File: config.mk
export PLATFORM = sky130hd
export DESIGN_NAME = featuremap_channel_accum
export DESIGN_NICKNAME = d
export VERILOG_FILES = /design/src/rtl/featuremap_channel_accum.sv
export SDC_FILE = /design/constraint.sdc
export NUM_CORES = 1
export LEC_CHECK = 0
export CELL_PAD_IN_SITES_DETAIL_PLACEMENT = 1
export CELL_PAD_IN_SITES_GLOBAL_PLACEMENT = 1
export CORE_MARGIN = 2
export CORE_UTILIZATION = 42
export DETAILED_ROUTE_END_ITERATION = 16
export PLACE_DENSITY_LB_ADDON = 0.15
export SLEW_MARGIN = 20
export SYNTH_ARGS = -nofsm -noshare
export SYNTH_HDL_FRONTEND = slang
export SYNTH_SLANG_ARGS = --single-unit
File: constraint.sdc
create_clock -name clk -period 7.86 [get_ports clk]
set_clock_uncertainty 0.05 [all_clocks]
set_input_delay 1.572 -clock clk [delete_from_list [all_inputs] [get_ports clk]]
set_output_delay 1.572 -clock clk [all_outputs]
set_load 0.01 [all_outputs]
File: src/rtl/featuremap_channel_accum.sv
// Purpose : sums NUM_CH per-channel conv results plus bias into one saturated output pixel; counts pixels per frame.
// Latency : 1 cycle from the cycle in which the last missing channel is valid to valid_out.
// Backpr. : none; one pixel per cycle sustained, the downstream must take every valid_out pulse.
//
// Ports:
//   clk, rst      rising-edge clock, synchronous active-high reset
//   ch_data_in    NUM_CH packed signed samples, channel i on [i*DATA_WIDTH +: DATA_WIDTH]
//   ch_valid_in   per-channel 1-cycle result strobe
//   bias          signed bias, sampled in the fire cycle
//   data_out      saturated sum, holds between pulses
//   valid_out     1-cycle pulse per output pixel
//   frame_done    pulses with valid_out of the last pixel of a frame
//   overrun       sticky: a channel delivered twice within one pixel
module featuremap_channel_accum #(
    parameter int DATA_WIDTH = 24,
    parameter int NUM_CH     = 6,
    parameter int OUT_H      = 10,
    parameter int OUT_W      = 10
) (
    input  logic                         clk,
    input  logic                         rst,
    input  logic [NUM_CH*DATA_WIDTH-1:0] ch_data_in,
    input  logic [NUM_CH-1:0]            ch_valid_in,
    input  logic [DATA_WIDTH-1:0]        bias,
    output logic [DATA_WIDTH-1:0]        data_out,
    output logic                         valid_out,
    output logic                         frame_done,
    output logic                         overrun
);

    // Enough headroom that NUM_CH samples plus the bias never wrap.
    localparam int SUM_W = DATA_WIDTH + $clog2(NUM_CH + 1);
    localparam int EXT_W = SUM_W - DATA_WIDTH;
    localparam int NPIX  = OUT_H * OUT_W;
    localparam int CNT_W = (NPIX > 1) ? $clog2(NPIX) : 1;

    localparam logic [CNT_W-1:0] LAST_PIX = CNT_W'(NPIX - 1);
    localparam logic signed [SUM_W-1:0] SAT_MAX =
        {{(EXT_W + 1){1'b0}}, {(DATA_WIDTH - 1){1'b1}}};
    localparam logic signed [SUM_W-1:0] SAT_MIN =
        {{(EXT_W + 1){1'b1}}, {(DATA_WIDTH - 1){1'b0}}};

    logic [DATA_WIDTH-1:0]   r_hold [NUM_CH];
    logic [NUM_CH-1:0]       r_hold_full;
    logic [CNT_W-1:0]        r_pix_cnt;

    logic                    w_fire;
    logic [DATA_WIDTH-1:0]   w_eff [NUM_CH];
    logic signed [SUM_W-1:0] w_sum;
    logic [DATA_WIDTH-1:0]   w_sat;

    // Fire once every channel is either already held or arriving this cycle.
    assign w_fire = &(r_hold_full | ch_valid_in);

    // A held sample always wins over a same-cycle duplicate (the duplicate is an overrun).
    always_comb begin
        for (int i = 0; i < NUM_CH; i++) begin
            w_eff[i] = r_hold_full[i] ? r_hold[i]
                                      : ch_data_in[i*DATA_WIDTH +: DATA_WIDTH];
        end
    end

    always_comb begin
        w_sum = {{EXT_W{bias[DATA_WIDTH-1]}}, bias};
        for (int i = 0; i < NUM_CH; i++) begin
            w_sum = w_sum + {{EXT_W{w_eff[i][DATA_WIDTH-1]}}, w_eff[i]};
        end
    end

    always_comb begin
        w_sat = w_sum[DATA_WIDTH-1:0];
        if (w_sum > SAT_MAX) begin
            w_sat = SAT_MAX[DATA_WIDTH-1:0];
        end else if (w_sum < SAT_MIN) begin
            w_sat = SAT_MIN[DATA_WIDTH-1:0];
        end
    end

    always_ff @(posedge clk) begin
        if (rst) begin
            r_hold_full <= '0;
            r_pix_cnt   <= '0;
            data_out    <= '0;
            valid_out   <= 1'b0;
            frame_done  <= 1'b0;
            overrun     <= 1'b0;
            for (int i = 0; i < NUM_CH; i++) begin
                r_hold[i] <= '0;
            end
        end else begin
            valid_out  <= w_fire;
            frame_done <= w_fire && (r_pix_cnt == LAST_PIX);

            if (|(ch_valid_in & r_hold_full)) begin
                overrun <= 1'b1;
            end

            for (int i = 0; i < NUM_CH; i++) begin
                if (ch_valid_in[i] && !r_hold_full[i]) begin
                    r_hold[i] <= ch_data_in[i*DATA_WIDTH +: DATA_WIDTH];
                end
            end

            if (w_fire) begin
                r_hold_full <= '0;
                data_out    <= w_sat;
                r_pix_cnt   <= (r_pix_cnt == LAST_PIX) ? '0 : r_pix_cnt + 1'b1;
            end else begin
                r_hold_full <= r_hold_full | ch_valid_in;
            end
        end
    end

endmodule

==> impl_metrics.ini <==
[grt]
grt_pass1_vias = 10100
antenna_found_initial = 2
grtUsageTotal_pct = 23.9
grt_max_degree = 30
grt_pass1_wl_um = 58800
grt-ovfl-total = 0

[clocking]
cts-resized-gates = 0
h-tree-depth = 4
cts_buffers = 17
post-cts-setup-buffers = 0
cts_buffer_depth = 2
cts_tree = built
cts.clk_slew.worst_paths_ns = 0.07
clock-root-buffer = clkbuf_16
clock_latency_ns = 0.44
cts.sinks = 184
ctsHoldBuffers = 0

[finish]
final_nets = 1666
drive_above_1_share_pct = 7.84
postLayoutCoreUtil_pct = 52.7
finalNonFillerCells = 1749
areaGrowthSynthToFinish_pct = 23.4
final.fill_count = 3242

[synthesis]
ys.flop_type = edfxtp_1
yosys_warnings = 0
syn-num-nets = 1469
synth_edf_count = 144
synth_common_cells = inv_1 (199), and2_1 (144), edfxtp_1 (144), mux2i_1 (137), fa_1 (122)
synth_top_cell_area_share_pct = 33.1
yosysMostFrequentCell = inv_1
synth_area_per_cell_um2 = 11.4
synth.distinct_cells = 58
synth_seq_cells = 184
syn_inst = 1142
async_reset_ff_share_pct = 0
synth_area_mm2 = 0.0131
synth_top_area_cell = edfxtp_1
ys_seq_area_share_pct = 39.2
netlist_top_cells_area = edfxtp_1 (33%), fa_1 (19%), mux2i_1 (10%)

[power]
power.leakage_nw = 6.94
p_sw_mw = 3.66
pwr-share-seq_pct = 16.3
clkPwrFrac_pct = 12.0
p_comb_share_pct = 71.6
finalPower_mw = 7.31
p_int_mw = 3.65
power_density_mw_per_mm2 = 453
peakVddDrop_v = 0.000257
p_sw_share_pct = 50.1

[placed_design]
dp.cells = 1716
routabilityCongestion = 0.837
place_hpwl_um = 29200
port_buffers = 202

[sta]
setup_violations = 0
tns_ns = 0
relSlewSlack_pct = 27.5
hold_viol_final = 0
period_share_pct = 88.4
slew_violations = 0
rsz0062_at_grt = false
max_freq_ghz = 0.144
layout_min_cycle_time_ns = 6.95
tightest_slew_ns = 1.09

[setup_path]
r2r_cells = 18
timing.rr.end = data_out[8]
required_ns = 8.12
crit_type = input port to register
max_stage_delay_ns = 0.56
r2r_slack_ns = 1.56
crit_chain = clkdlybuf4s50_1, mux2i_1, fa_1, inv_1, fa_1, fa_1, inv_1, fa_1, inv_1, fa_1, a211oi_1, o211ai_1, a41o_2, and4_2, nor4_1, o211ai_1, nand3_1, buf_4, o311ai_2
reg2reg_from = r_hold_full[5]
critical_path_arrival_ns = 7.21
critPathLaunchType = input port
cp_max_fo = 20
critPathMostFrequentCell = fa_1
slowest_stage = fa_1
critPathCaptureType = register

[min_path]
min_to = data_out[1]
whs_path_depth = 2
hp-start = data_out[1]
min_path_type = register to register

[floorplan]
start_util_pct = 42.7
die_h_um = 180
pin_count = 203
coreArea_mm2 = 0.0306
die_x_um = 180
num_rows = 64
dieArea_mm2 = 0.0325

[flow_run]
timing.max_cap.violations = 0

[routing]
routedWlPerCell_um = 21.5
vias = 8964
drt_iter0_drc = 442
final_antenna_net_count = 0
drt-total-wl_um = 37600
drt-pass1-iter-count = 5
drc = 0
via_per_inst = 5.13

[outcome]
status = finished, final reports clean
worst max path at each step:
stage | startpoint | endpoint | slack (ns) | cells past startpoint
finish | ch_data_in[122] | data_out[8] | 0.91 | 19
global route | ch_data_in[74] | data_out[10] | 0.59 | 19
CTS | ch_data_in[122] | data_out[8] | 0.90 | 19
detailed placement | ch_data_in[122] | data_out[8] | 0.42 | 19
global placement | ch_data_in[122] | data_out[8] | 0.60 | 19
floorplan | ch_data_in[122] | data_out[8] | 1.48 | 18
flip-flops by register name (all words and copies together), names as in the netlist:
name / flops
r_hold: 144
data_out: 24
r_pix_cnt: 7
r_hold_full: 6
frame_done: 1
overrun: 1
valid_out: 1
cells in the final DEF, fill, tap and decap left out, types with 3 or more instances in the layout:
master / synthesis / routed
and2_1: 144 / 144
o21a_1: 9 / 9
o21bai_1: 3 / 3
nand2b_1: 14 / 14
xnor2_1: 16 / 16
nand4_1: 7 / 7
buf_4: 1 / 18
o21ai_2: 4 / 4
nor2_1: 32 / 30
clkdlybuf4s50_1: 0 / 202
edfxtp_1: 144 / 144
a211oi_1: 6 / 6
clkinvlp_4: 0 / 4
clkinv_4: 0 / 5
o211ai_1: 9 / 9
o211ai_2: 17 / 17
a21o_1: 7 / 7
a21o_2: 6 / 6
a22oi_1: 3 / 3
ha_1: 29 / 29
o22ai_1: 3 / 3
a21oi_1: 32 / 32
dfxtp_2: 0 / 5
xor2_1: 13 / 13
inv_1: 199 / 199
dfxtp_1: 40 / 35
mux2i_1: 137 / 137
fa_1: 122 / 122
mux2_2: 10 / 10
nand3_1: 3 / 3
clkbuf_16: 0 / 17
nand2_1: 46 / 46
o21ai_0: 14 / 14
stage by stage:
step           hold WS [ns]  setup WS (ns)  instance area (um2)
2_1_floorplan         0.423           1.48                13100
3_3_place_gp          0.391          0.601                15500
3_5_place_dp          0.411          0.423                15500
4_1_cts               0.425          0.901                16100
5_1_grt               0.446          0.586                16100
6_report              0.420          0.912                16100
final cells by class:
class	count	area [um2]	area share, %
diodes	1	2.50	0.0155
clock buffers	18	429	2.66
clock inverters	14	151	0.939
inverters	199	747	4.63
multi-input cells	716	6990	43.3
flip-flops and latches	184	5130	31.8
well taps	396	495	3.07
repair buffers	221	2180	13.5
power groups by stage:
| stage | clock network (mW) | registers [mW] | logic [mW] |
|---|---|---|---|
| global route | 0.929 | 1.20 | 5.81 |
| detailed placement | 0 | 1.22 | 5.16 |
| floorplan | 0 | 1.19 | 3.84 |
| finish | 0.879 | 1.19 | 5.23 |
| CTS | 0.896 | 1.19 | 5.22 |
| global placement | 0 | 1.21 | 5.07 |
logic make-up (layout without fill, tap and decap cells):
group / Yosys count / after routing / synth area share [%]
and+or+nand+nor: 262 / 262 / 11.2
other: 0 / 1 / 0
muxes: 147 / 147 / 11.4
xor gates and xnor gates: 29 / 29 / 1.94
buffers and inverters: 242 / 452 / 7.41
DFF: 184 / 184 / 39.2
adders and majority gates: 151 / 151 / 21.5
AOI/OAI and AO/OA: 127 / 127 / 7.39
metal layers:
metal	part of all wire, %	routed length [um]	vias to the layer above	global-route usage, %
met5	0.035	13	-	0
met4	1.0	392	2	4.29
met3	4.0	1510	25	3.88
met2	49	18400	224	40.6
met1	46	17200	4567	32.5
li1	-	-	4146	-
critical path: cells and delay by family:
family	cells	cell delay (ns)
AND/OR/NAND/NOR	3	0.72
buffers and inverters	5	0.97
multiplexers	1	0.09
adder cells (fa/ha/maj)	5	2.65
AO/OA/AOI/OAI	5	1.21
Note: power is estimated with default switching activity, not from simulation.
